[src/rtl/deadlock_mon_pkg.sv]
// Shared definitions for the dataflow deadlock monitors.
//   STALL_CYCLES_DEFAULT : consecutive candidate cycles before deadlock is flagged.
//   owner_idle_idx(k)    : idle-vector bit holding the idle of the process owning AXIS port k.
//   sub_idle_idx(k)      : idle-vector bit holding the idle of that process's pipeline sub-instance.
// Idle vector layout: [num_inst-1:0] per-process idle, [num_inst] kernel suspend,
// then one (owner, sub) pair per AXIS port.
package deadlock_mon_pkg;

  localparam int unsigned STALL_CYCLES_DEFAULT = 64;

  function automatic int unsigned owner_idle_idx(input int unsigned num_inst,
                                                 input int unsigned k);
    return num_inst + 1 + 2 * k;
  endfunction

  function automatic int unsigned sub_idle_idx(input int unsigned num_inst,
                                               input int unsigned k);
    return num_inst + 2 + 2 * k;
  endfunction

endpackage

[src/rtl/deadlock_axis_qual.sv]
// Qualifies one AXI-Stream stall: it only explains a kernel stall while both the
// owning process and its pipeline sub-instance are active.
//   axis_block : port stalled (TDATA blk_n low)
//   owner_idle : owning process is idle
//   sub_idle   : owning process's pipeline sub-instance is idle
//   axis_valid : stall is a genuine external stall
module deadlock_axis_qual (
  input  logic axis_block,
  input  logic owner_idle,
  input  logic sub_idle,
  output logic axis_valid
);

  always_comb begin
    axis_valid = axis_block & ~owner_idle & ~sub_idle;
  end

endmodule

[src/rtl/deadlock_idx0_monitor.sv]
// Deadlock detector for dataflow kernel 0.
// Flags a sticky deadlock once every process is idle or blocked, at least one is
// blocked, no qualified AXIS stall explains it and the kernel is not suspended,
// for STALL_CYCLES consecutive cycles.
//   clock           : rising-edge clock
//   reset           : synchronous active-high reset
//   axis_block_sigs : per-AXIS-port stall status
//   inst_idle_sigs  : idle vector (processes, suspend, AXIS owner/sub pairs)
//   inst_block_sigs : per-process blocked status
//   block           : registered, sticky deadlock flag
module deadlock_idx0_monitor
  import deadlock_mon_pkg::*;
#(
  parameter int unsigned NUM_AXIS     = 2,
  parameter int unsigned NUM_INST     = 4,
  parameter int unsigned NUM_IDLE     = NUM_INST + 1 + 2 * NUM_AXIS,
  parameter int unsigned STALL_CYCLES = STALL_CYCLES_DEFAULT,
  parameter int unsigned CNT_W        = $clog2(STALL_CYCLES + 1)
) (
  input  logic                clock,
  input  logic                reset,
  input  logic [NUM_AXIS-1:0] axis_block_sigs,
  input  logic [NUM_IDLE-1:0] inst_idle_sigs,
  input  logic [NUM_INST-1:0] inst_block_sigs,
  output logic                block
);

  localparam logic [CNT_W-1:0] CNT_LAST = CNT_W'(STALL_CYCLES - 1);
  localparam logic [CNT_W-1:0] CNT_SAT  = CNT_W'(STALL_CYCLES);

  logic [NUM_AXIS-1:0] axis_valid;
  logic                cand;
  logic [CNT_W-1:0]    cnt;

  for (genvar k = 0; k < NUM_AXIS; k++) begin : g_axis
    deadlock_axis_qual u_qual (
      .axis_block (axis_block_sigs[k]),
      .owner_idle (inst_idle_sigs[owner_idle_idx(NUM_INST, k)]),
      .sub_idle   (inst_idle_sigs[sub_idle_idx(NUM_INST, k)]),
      .axis_valid (axis_valid[k])
    );
  end

  always_comb begin
    cand = (&(inst_idle_sigs[NUM_INST-1:0] | inst_block_sigs))
         & (|inst_block_sigs)
         & ~(|axis_valid)
         & ~inst_idle_sigs[NUM_INST];
  end

  always_ff @(posedge clock) begin
    if (reset) begin
      cnt   <= '0;
      block <= 1'b0;
    end else if (!block) begin
      if (!cand) begin
        cnt <= '0;
      end else if (cnt == CNT_LAST) begin
        block <= 1'b1;
        cnt   <= CNT_SAT;
      end else begin
        cnt <= cnt + 1'b1;
      end
    end
  end

endmodule

[config.mk]
export PLATFORM = sky130hd
export DESIGN_NAME = deadlock_idx0_monitor
export DESIGN_NICKNAME = d
export VERILOG_FILES = /design/src/rtl/deadlock_mon_pkg.sv /design/src/rtl/deadlock_axis_qual.sv /design/src/rtl/deadlock_idx0_monitor.sv
export SDC_FILE = /design/constraint.sdc
export NUM_CORES = 1
export LEC_CHECK = 0
export BUFFER_PORTS_ARGS = -buffer_cell sky130_fd_sc_hd__buf_2
export CORE_AREA = 2 2 39 41
export DETAILED_ROUTE_END_ITERATION = 10
export DIE_AREA = 0 0 41 43
export GPL_TIMING_DRIVEN = 0
export PLACE_DENSITY = 0.69
export RECOVER_POWER = 50
export SLEW_MARGIN = 20
export SYNTH_ARGS = -nofsm -noshare
export SYNTH_HDL_FRONTEND = slang
export SYNTH_HIERARCHICAL = 1
export SYNTH_SLANG_ARGS = --single-unit
[constraint.sdc]
create_clock -name clock -period 1.3 [get_ports clock]
set_input_delay 0.26 -clock clock [delete_from_list [all_inputs] [get_ports clock]]
set_output_delay 0.26 -clock clock [all_outputs]
set_load 0.02 [all_outputs]
Yosys cells after proc, flatten, opt, wreduce, memory -nomap -nowiden
Cells that the tools add are included.
Word-level totals
  flip-flop bits (word level): 8
  input port bits: 17
  output and inout bits: 1
Operators by class
  equal/unequal tests: 1
  $add $sub $neg: 1
  bitwise logic cells: 14
  reductions and logical operators: 3
  mux-type cells: 5
Operator list (number)
  $mux W7: 2
  $add A7 B1 Y7 const B: 1
  $and A1 B1 Y1: 7
  $eq A7 B6 Y1 const B: 1
  $not A1 Y1: 6
  $or A4 B4 Y4: 1
  $reduce_and A4 Y1: 1
  $reduce_or A4 Y1: 1
  $mux W1: 3
  $reduce_or A2 Y1: 1

Longest topological paths before layout
Gate-level depths: netlist (run 1).
  word-level depth: 9
  gate-level depth with buffers: 5
  gate-level depth less buffers: 5

By module
The synthesis (run 1) kept the hierarchy.
By module, submodules not included
  deadlock_idx0_monitor: area each 445.4 um^2, times used 1, cells each 52
  deadlock_axis_qual: area each 12.5 um^2, times used 2, cells each 1

Worst setup path before layout (run 1)
OpenSTA, ideal clock, no wires.
  kind: input port to flip-flop
  start: in axis_block_sigs[1]
  end: reg cnt[2]
  arrival time: 1314 ps
  required time: 1226 ps
  slack: -88 ps
  cell stages on the path: 5
  path buffers: 0
  library setup time: 74 ps
  cell sequence: nor3b_2 -> or3_4 -> nor4_4 -> nand4b_1 -> a31oi_1
Between the ends
  longest elaborated chain between the ends: 7
Ends and longest elaborated chain
  start: declaration: RTL line deadlock_idx0_monitor.sv:22  | input logic [NUM_AXIS-1:0] axis_block_sigs,
  $and A1 B1 Y1 (2 in series): RTL line deadlock_axis_qual.sv:15  | axis_valid = axis_block & ~owner_idle & ~sub_idle;
  $reduce_or A2 Y1: RTL line deadlock_idx0_monitor.sv:47  | & ~(|axis_valid)
  $not A1 Y1: RTL line deadlock_idx0_monitor.sv:47
  $and A1 B1 Y1: RTL line deadlock_idx0_monitor.sv:47
  $and A1 B1 Y1: RTL line deadlock_idx0_monitor.sv:48  | & ~inst_idle_sigs[NUM_INST];
  $mux W7: RTL line deadlock_idx0_monitor.sv:56  | if (!cand) begin
  end signal: assignment: RTL line deadlock_idx0_monitor.sv:62  | cnt <= cnt + 1'b1;
  end: declaration: RTL line deadlock_idx0_monitor.sv:33  | logic [CNT_W-1:0] cnt;
No other way between the ends.
A chain may end at the register's enable or synchronous reset.

Worst setup path after layout (run 1)
  start: reg cnt[1]
  end: reg cnt[1]
Between the ends
  longest elaborated chain between the ends: 3
Ends and longest elaborated chain
  $add A7 B1 Y7 / $eq A7 B6 Y1 (equally long branches): RTL line deadlock_idx0_monitor.sv:62, deadlock_idx0_monitor.sv:58
  $mux W7 *: RTL line deadlock_idx0_monitor.sv:58  | end else if (cnt == CNT_LAST) begin
  $mux W7 *: RTL line deadlock_idx0_monitor.sv:56
Every way passes the cells marked *; elsewhere a longest branch is shown, timed or not.

==> results.yml, run 1 <==
detailed_routing:
  drt_iter0_markers: 15
  first_pass_iters: 4
  vias: 507
  wl_per_cell_um: 11.79
  viasPerCell: 5.511
  drt.antenna.violating_nets: 0
  totalWireLength_um: 1085
  drc: 0
place:
  placedCellCount: 86
  io_buffers: 16
  dp_hpwl_um: 764.3
  gp_congestion: 0.8187
  place_ws_ns: -0.2888
setup_path:
  crit_arrival_ns: 1.52
  crit_type: "reg -> reg"
  required_ns: 1.43
  crit_fanout: 7
  cp-end-kind: "flop"
  cp-start-kind: "flop"
sta:
  tightestPinTransition_ns: 0.3485
  setup_tns_ns: -0.2089
  period_minus_slack_ns: 1.392
  hold_viol_final: 0
  worst_hold_slack_ns: 0.3576
  final_max_slew_viol_count: 0
  period_share: 1.070
  fmax_ghz: 0.7186
  slew-limit-headroom: 0.7677
  fin_skew_ns: 0.002955
  rsz0062_at_grt: "true"
  finalSetupViolCount: 5
  setup_ws_ns: -0.09156
cells_and_area:
  diodes: 0
  stdcell_count: 92
  drive_gt1_frac: 0.4211
  syn2layout_area_growth_pct: 39.10
  num-nets-final: 96
floorplan:
  row_count: 14
  coreArea_mm2: 0.001384
  start_util: 0.3400
  dieHeight_um: 43
  dieArea_mm2: 0.001763
  pin_count: 18
  die-width_um: 41
clocking:
  htree_num_levels: 1
  cts_tree: "yes"
  clkTransAtPathRegs_ns: 0.06
  clock_latency_ns: 0.25
  clock_path_buffers: 2
  cts.sinks: 8
  numCtsBuffers: 3
  cts_hold_buf: 0
  cts_root_buf: "clkbuf_4"
yosys:
  async_reset_ff_frac: 0
  synth_top_area_share: 0.3404
  synth_edf_count: 0
  synth_seq_cells: 8
  yosys-top-cells-area: "dfxtp_1 34%, nor3_1 6.4%, nor3b_2 5.3%"
  seq_area_frac_synth: 0.3404
  ys_types: 26
  yosysTopAreaCell: "dfxtp_1"
  synth_cells: 54
  synthFlopType: "dfxtp_1"
  synth_common_cells: "8 x dfxtp_1, 6 x nand2_1, 6 x nor3_1, 5 x nor2_1, 3 x nand3_1"
  syn-cell-area_um2: 470.5
  synth_nets: 72
  syn_avg_cell_area_um2: 8.712
  synth_warnings: 6
  yosysMostFrequentCell: "dfxtp_1"
grt:
  grt_max_degree: 11
  grt_overflow_total: 0
  grt_pass1_vias: 477
  grt_pass1_wl_um: 1656
  antenna_found_initial: 0
  grtUsageTotal: 0.1358
power_and_ir_drop:
  peakVddDrop_uv: 355.8
  p_leak_nw: 0.2337
  p_per_area_mw_per_mm2: 770.4
worst_hold_path:
  hold_class: "in -> reg"
status:
  failed_checks: "negative setup slack"
  outcome: "finished with violations"
flow_run:
  cap_violations: 0
==> state kept, by name, summed over array words and instances, names as in the netlist <==
signal and count:
cnt 7, block 1
==> cell usage in the layout (no fill, tap or decap), drive strengths merged, types with 2 or more instances in the layout <==
| master | count |
|---|---|
| buf | 20 |
| dfxtp | 8 |
| nor3 | 6 |
| nand2 | 6 |
| nor2 | 5 |
| clkbuf | 4 |
| nand3 | 3 |
| nor3b | 3 |
| nand4b | 2 |
| a31oi | 2 |
| xnor2 | 2 |
| a21oi | 2 |
==> power breakdown <==
group,switching (mW),internal (mW)
Combinational,0.0322,0.0387
Sequential,0.00119,0.243
Clock,0.0832,0.106
==> layer usage <==
metal  global-route usage  part of all wire  wire length [um]  up-vias
met3              0.01571              0.10               109        2
met4               0.1000             0.011                12        0
met1               0.1359              0.41               447      224
li1                     -                 -                 -      253
met2               0.2344              0.48               516       28
met5                    0                 0                 0        -
==> layout make-up <==
cell class                      instances  area [um2]
Buffer                                  2       11.26
Clock buffer                            3       22.52
Fill cell                             144       729.5
Inverter                                1       3.754
Multi-Input combinational cell         43       320.3
Sequential cell                         8       168.9
Tap cell                               16       20.02
Timing Repair Buffer                   19       107.6
==> worst max-delay path: stages, from the launching register on <==
cell and delay (ns):
dfxtp_4 0.37, ha_4 0.16, nand2_4 0.05, o32a_1 0.42, a32oi_1 0.21, nor2_1 0.06
==> through the flow <==
| stage | total power [mW] | utilization | instance area (um2) |
|---|---|---|---|
| 4_1_cts | 0.5119 | 0.4638 | 641.9 |
| 6_report | 0.5041 | 0.4729 | 654.4 |
| 5_1_grt | 0.5274 | 0.4729 | 654.4 |
| 3_3_place_gp | 0.3158 | 0.4177 | 578.1 |
| 3_5_place_dp | 0.3163 | 0.4177 | 578.1 |
| 2_1_floorplan | 0.2870 | - | 478.0 |
==> path summary, 6_finish.rpt <==
check	startpoint	to	cells after the start	slack (ns)
max	cnt[1]	cnt[1]	5	-0.09
min	reset	cnt[1]	2	0.36
max reg2reg	cnt[1]	cnt[1]	5	-0.09
min reg2reg	cnt[5]	cnt[5]	2	0.50
==> cells by family (layout without fill, tap and decap cells) <==
family | Yosys count | after routing | share of synthesized area
DFF | 8 | 8 | 0.3404
xor gates and xnor gates | 2 | 2 | 0.03724
AOI/OAI and AO/OA | 11 | 11 | 0.1756
adders and majority gates | 1 | 1 | 0.02659
and+or+nand+nor | 29 | 29 | 0.3883
buffers and inverters | 3 | 25 | 0.03191
==> timing repair <==
action,4_1_cts,5_1_grt
setup buffers,3,0
gates resized for setup,4,3
setup endpoints to repair,5,6
endpoints found under the hold margin,0,0
pin swaps,4,7
Note: power is estimated with default switching activity, not from simulation.
==> run 2: changes to the inputs <==
PLACE_DENSITY = 0.67   (was 0.69)
clock period = 1.7 ns   (was 1.3 ns; I/O delays follow)
==> run 2 against run 1 <==
- the run now ends clean
- final area down 11%
- critical path depth unchanged
- setup slack better by 0.34 ns
- clock power down 22%
- flip-flop and latch count unchanged
- largest cell class unchanged
==> results.yml, run 2 (same netlist as run 1, synthesis figures left out) <==
sta:
  fin_skew_ns: 0.008226
  slew-limit-headroom: 0.7338
  setup_ws_ns: 0.2446
  finalSetupViolCount: 0
  hold_viol_final: 0
  rsz0062_at_grt: "false"
  period_minus_slack_ns: 1.455
  period_share: 0.8561
  final_max_slew_viol_count: 0
  setup_tns_ns: 0
  fmax_ghz: 0.6871
  tightestPinTransition_ns: 0.3963
floorplan:
  dieArea_mm2: 0.001763
  pin_count: 18
  row_count: 14
  coreArea_mm2: 0.001384
  dieHeight_um: 43
  die-width_um: 41
  start_util: 0.3400
detailed_routing:
  drc: 0
  drt.antenna.violating_nets: 0
  totalWireLength_um: 991
  viasPerCell: 5.247
  vias: 467
  drt_iter0_markers: 12
  wl_per_cell_um: 11.13
  first_pass_iters: 4
power_and_ir_drop:
  swShare: 0.2348
  pwr-share-clk: 0.385
  p_leak_nw: 0.1982
  p_sw_uw: 89.84
  power_uw: 382.6
  p_int_uw: 292.8
  pwr-share-comb: 0.120
  peakVddDrop_uv: 391.5
  p_per_area_mw_per_mm2: 657.6
  power_frac_seq: 0.495
clocking:
  cts.sinks: 8
  clock_latency_ns: 0.25
  cts_hold_buf: 0
  htree_num_levels: 1
  clock_path_buffers: 2
  numCtsBuffers: 3
  post_cts_buffers: 0
  cts_tree: "yes"
  cts_resized: 0
  clkTransAtPathRegs_ns: 0.05
  cts_root_buf: "clkbuf_4"
place:
  placedCellCount: 86
  gp_congestion: 0.7193
  io_buffers: 16
  place_ws_ns: 0.02129
flow_run:
  cap_violations: 0
setup_path:
  crit_fanout: 7
  cp-end-kind: "flop"
  required_ns: 1.83
  r2r_cells: 5
  timing.rr.end: "cnt[1]"
  crit_arrival_ns: 1.58
  rr_startpoint: "cnt[0]"
  rrSetupSlack_ns: 0.24
  crit_type: "reg -> reg"
  cp-start-kind: "flop"
status:
  outcome: "finished clean"
cells_and_area:
  largest_reg_flops: 7
  final_common_cell: "buf_2"
  regMostFlops: "cnt"
  stdcell_count: 89
  num-nets-final: 93
  syn2layout_area_growth_pct: 23.67
  reg_top3: "cnt (7), block (1)"
  diodes: 0
  drive_gt1_frac: 0.2877
  final_cell_mix: "15 x buf_2, 8 x dfxtp_1, 6 x nand2_1, 6 x nor3_1, 5 x nor2_1"
grt:
  grt_pass1_wl_um: 1573
  grt_pass1_vias: 426
  grt_max_degree: 11
  grt_overflow_total: 0
  antenna_found_initial: 0
  grtUsageTotal: 0.1329
worst_hold_path:
  hold_class: "in -> reg"
  hold_depth: 2
  min_to: "cnt[1]"
  min-delay-start: "reset"
## run 2: cell types whose count changed in the layout (fill, tap and decap cells not counted), sizes merged
cell,before,now
buf,20,17
## run 2: cell type report
type | count | area (um2)
clock buffers | 3 | 22.52
inverters | 1 | 3.754
plain buffers | 2 | 11.26
well taps | 16 | 20.02
multi-input cells | 43 | 285.3
fillers | 154 | 802.0
repair buffers | 16 | 78.83
flip-flops and latches | 8 | 160.2
## run 2: critical path: stages, from the launching register on
cell	delay [ns]
dfxtp_1	0.36
ha_1	0.19
nand2_1	0.11
o32a_1	0.39
a32oi_1	0.22
nor2_1	0.05
## run 2: per-stage QoR
stage	utilization	area [um2]	hold WS [ns]
4_1_cts	0.4286	593.1	0.4215
6_report	0.4204	581.8	0.4368
3_5_place_dp	0.4123	570.5	0.4941
2_1_floorplan	-	470.5	0.4647
5_1_grt	0.4204	581.8	0.4673
3_3_place_gp	0.4123	570.5	0.4816
## run 2: how the worst max path moves through the flow
stage               depth (start not counted)     end               start
CTS                                         5  cnt[1]              cnt[0]
detailed placement                          6  cnt[2]  axis_block_sigs[1]
floorplan                                   5  cnt[2]  axis_block_sigs[1]
finish                                      5  cnt[1]              cnt[0]
global placement                            6  cnt[2]  axis_block_sigs[1]
global route                                5  cnt[1]              cnt[0]
## run 2: power by group through the flow
stage / Clock [mW] / Sequential [mW] / Combinational [mW]
6_report: 0.147 / 0.189 / 0.0460
5_1_grt: 0.160 / 0.189 / 0.0519
4_1_cts: 0.157 / 0.189 / 0.0489
3_5_place_dp: 0 / 0.194 / 0.0485
3_3_place_gp: 0 / 0.193 / 0.0481
2_1_floorplan: 0 / 0.193 / 0.0260
## run 2: per-layer routing
layer	wire length, um	global-route usage
met4	0	0.04000
met1	434	0.1526
met5	0	0
met2	414	0.2000
met3	143	0.07853
==> run 3: changes to the inputs <==
CORE_AREA = 4 4 41 43   (was 2 2 39 41)
DIE_AREA = 0 0 45 47   (was 0 0 41 43)
==> run 3 against run 2 <==
- combinational power is 2% higher
- non-clock buffer count unchanged
- clock skew shrank 0.0033 ns
- final area shrank 0.22%
- total power increased by 0.66%
- clock power is essentially flat
- routed wire length grew 6.1%
- hold slack worse by 0.0055 ns
- critical path type unchanged
==> results.yml, run 3 (same netlist as run 1, synthesis figures left out) <==
clocking:
  clock_path_buffers: 2
  clkTransAtPathRegs_ns: 0.06
  cts_resized: 0
  cts.sinks: 8
  post_cts_buffers: 0
  numCtsBuffers: 3
  cts_hold_buf: 0
  htree_num_levels: 1
  cts_root_buf: "clkbuf_4"
  cts_tree: "yes"
  clock_latency_ns: 0.26
grt:
  grt_overflow_total: 0
  antenna_found_initial: 0
  grt_pass1_wl_um: 1614
  grtUsageTotal: 0.1124
  grt_pass1_vias: 416
  grt_max_degree: 11
cells_and_area:
  final_common_cell: "buf_2"
  syn2layout_area_growth_pct: 23.40
  largest_reg_flops: 7
  regMostFlops: "cnt"
  final_cell_mix: "15 x buf_2, 8 x dfxtp_1, 6 x nand2_1, 6 x nor3_1, 5 x nor2_1"
  final_cell_area_um2: 580.6
  reg_top3: "cnt (7), block (1)"
  diodes: 0
  drive_gt1_frac: 0.2877
  num-nets-final: 93
setup_path:
  crit_family: "compound AO/OA/AOI/OAI gates"
  crit_path_max_incr_delay_ns: 0.41
  cp_cell_sequence: "ha_1 > nand2_1 > o32a_1 > a32oi_1 > nor2_1"
  crit_fanout: 7
  required_ns: 1.84
  path_depth: 5
  cp-end-kind: "flop"
  path_buf_inv: 0
  crit_type: "reg -> reg"
  crit_path_top_delay_cell: "o32a_1"
  crit_arrival_ns: 1.62
  r2r_cells: 5
  cp-start-kind: "flop"
detailed_routing:
  drt.antenna.violating_nets: 0
  first_pass_iters: 4
  viasPerCell: 5.511
  drt_iter0_markers: 8
  wl_per_cell_um: 11.94
  drc: 0
  vias: 485
  totalWireLength_um: 1051
sta:
  period_minus_slack_ns: 1.483
  worst_hold_slack_ns: 0.4313
  rsz0062_at_grt: "false"
  setup_tns_ns: 0
  period_share: 0.8724
  fmax_ghz: 0.6743
  fin_skew_ns: 0.004901
  final_max_slew_viol_count: 0
  tightestPinTransition_ns: 0.4197
  finalSetupViolCount: 0
  hold_viol_final: 0
  slew-limit-headroom: 0.7181
floorplan:
  start_util: 0.3615
  die-width_um: 45
  row_count: 13
  dieHeight_um: 47
  dieArea_mm2: 0.002115
  coreArea_mm2: 0.001301
  pin_count: 18
place:
  io_buffers: 16
  dp_hpwl_um: 791.6
  gp_congestion: 0.7072
  dpl_cell_area_um2: 569.3
worst_hold_path:
  hold_class: "in -> reg"
  hold_depth: 2
power_and_ir_drop:
  peakVddDrop_uv: 354.7
  p_per_area_mw_per_mm2: 663.4
  p_leak_nw: 0.1982
status:
  outcome: "finished clean"
flow_run:
  cap_violations: 0
==> run 3: cell counts in the layout (fill, tap and decap cells not counted) <==
No cell type changed its count.
==> run 3: worst register-to-register path, stage by stage, from the launching register on <==
cell and delay [ns]:
dfxtp_1 0.36, ha_1 0.20, nand2_1 0.12, o32a_1 0.41
a32oi_1 0.23, nor2_1 0.05
==> run 3: layout make-up <==
cell class	instances	area (um2)
multi-input combinational	43	285.3
clock buffer	3	22.52
buffer	2	11.26
fill	136	720.7
tap	15	18.77
timing repair buffer	16	78.83
inverter	1	3.754
sequential	8	160.2
==> run 3: worst paths after layout <==
kind	start	endpoint	slack [ns]
max	cnt[0]	cnt[1]	0.22
min reg2reg	cnt[0]	cnt[0]	0.49
min	reset	cnt[1]	0.43
max reg2reg	cnt[0]	cnt[1]	0.22
==> run 3: where the power goes <==
part	total [mW]	switching (mW)	internal [mW]
clock	0.149	0.0681	0.0810
combinational	0.0468	0.0234	0.0233
sequential	0.189	0.000786	0.189
==> run 3: layer usage <==
| metal | share of wire | GRT usage | routed length, um |
|---|---|---|---|
| met5 | 0 | 0 | 0 |
| met4 | 0.034 | 0.1053 | 36 |
| met3 | 0.14 | 0.04215 | 146 |
| met2 | 0.39 | 0.1723 | 410 |
| met1 | 0.44 | 0.1190 | 458 |
==> run 3: stage by stage <==
step / cells / total power [mW] / worst slack [ns] / util
floorplan: 54 / 0.2193 / 0.2319 / -
global placement: 85 / 0.2419 / 0.005061 / 0.4375
detailed placement: 85 / 0.2424 / -0.01073 / 0.4375
CTS: 88 / 0.3916 / 0.2384 / 0.4548
global route: 88 / 0.4115 / 0.1134 / 0.4462
finish: 88 / 0.3851 / 0.2169 / 0.4462
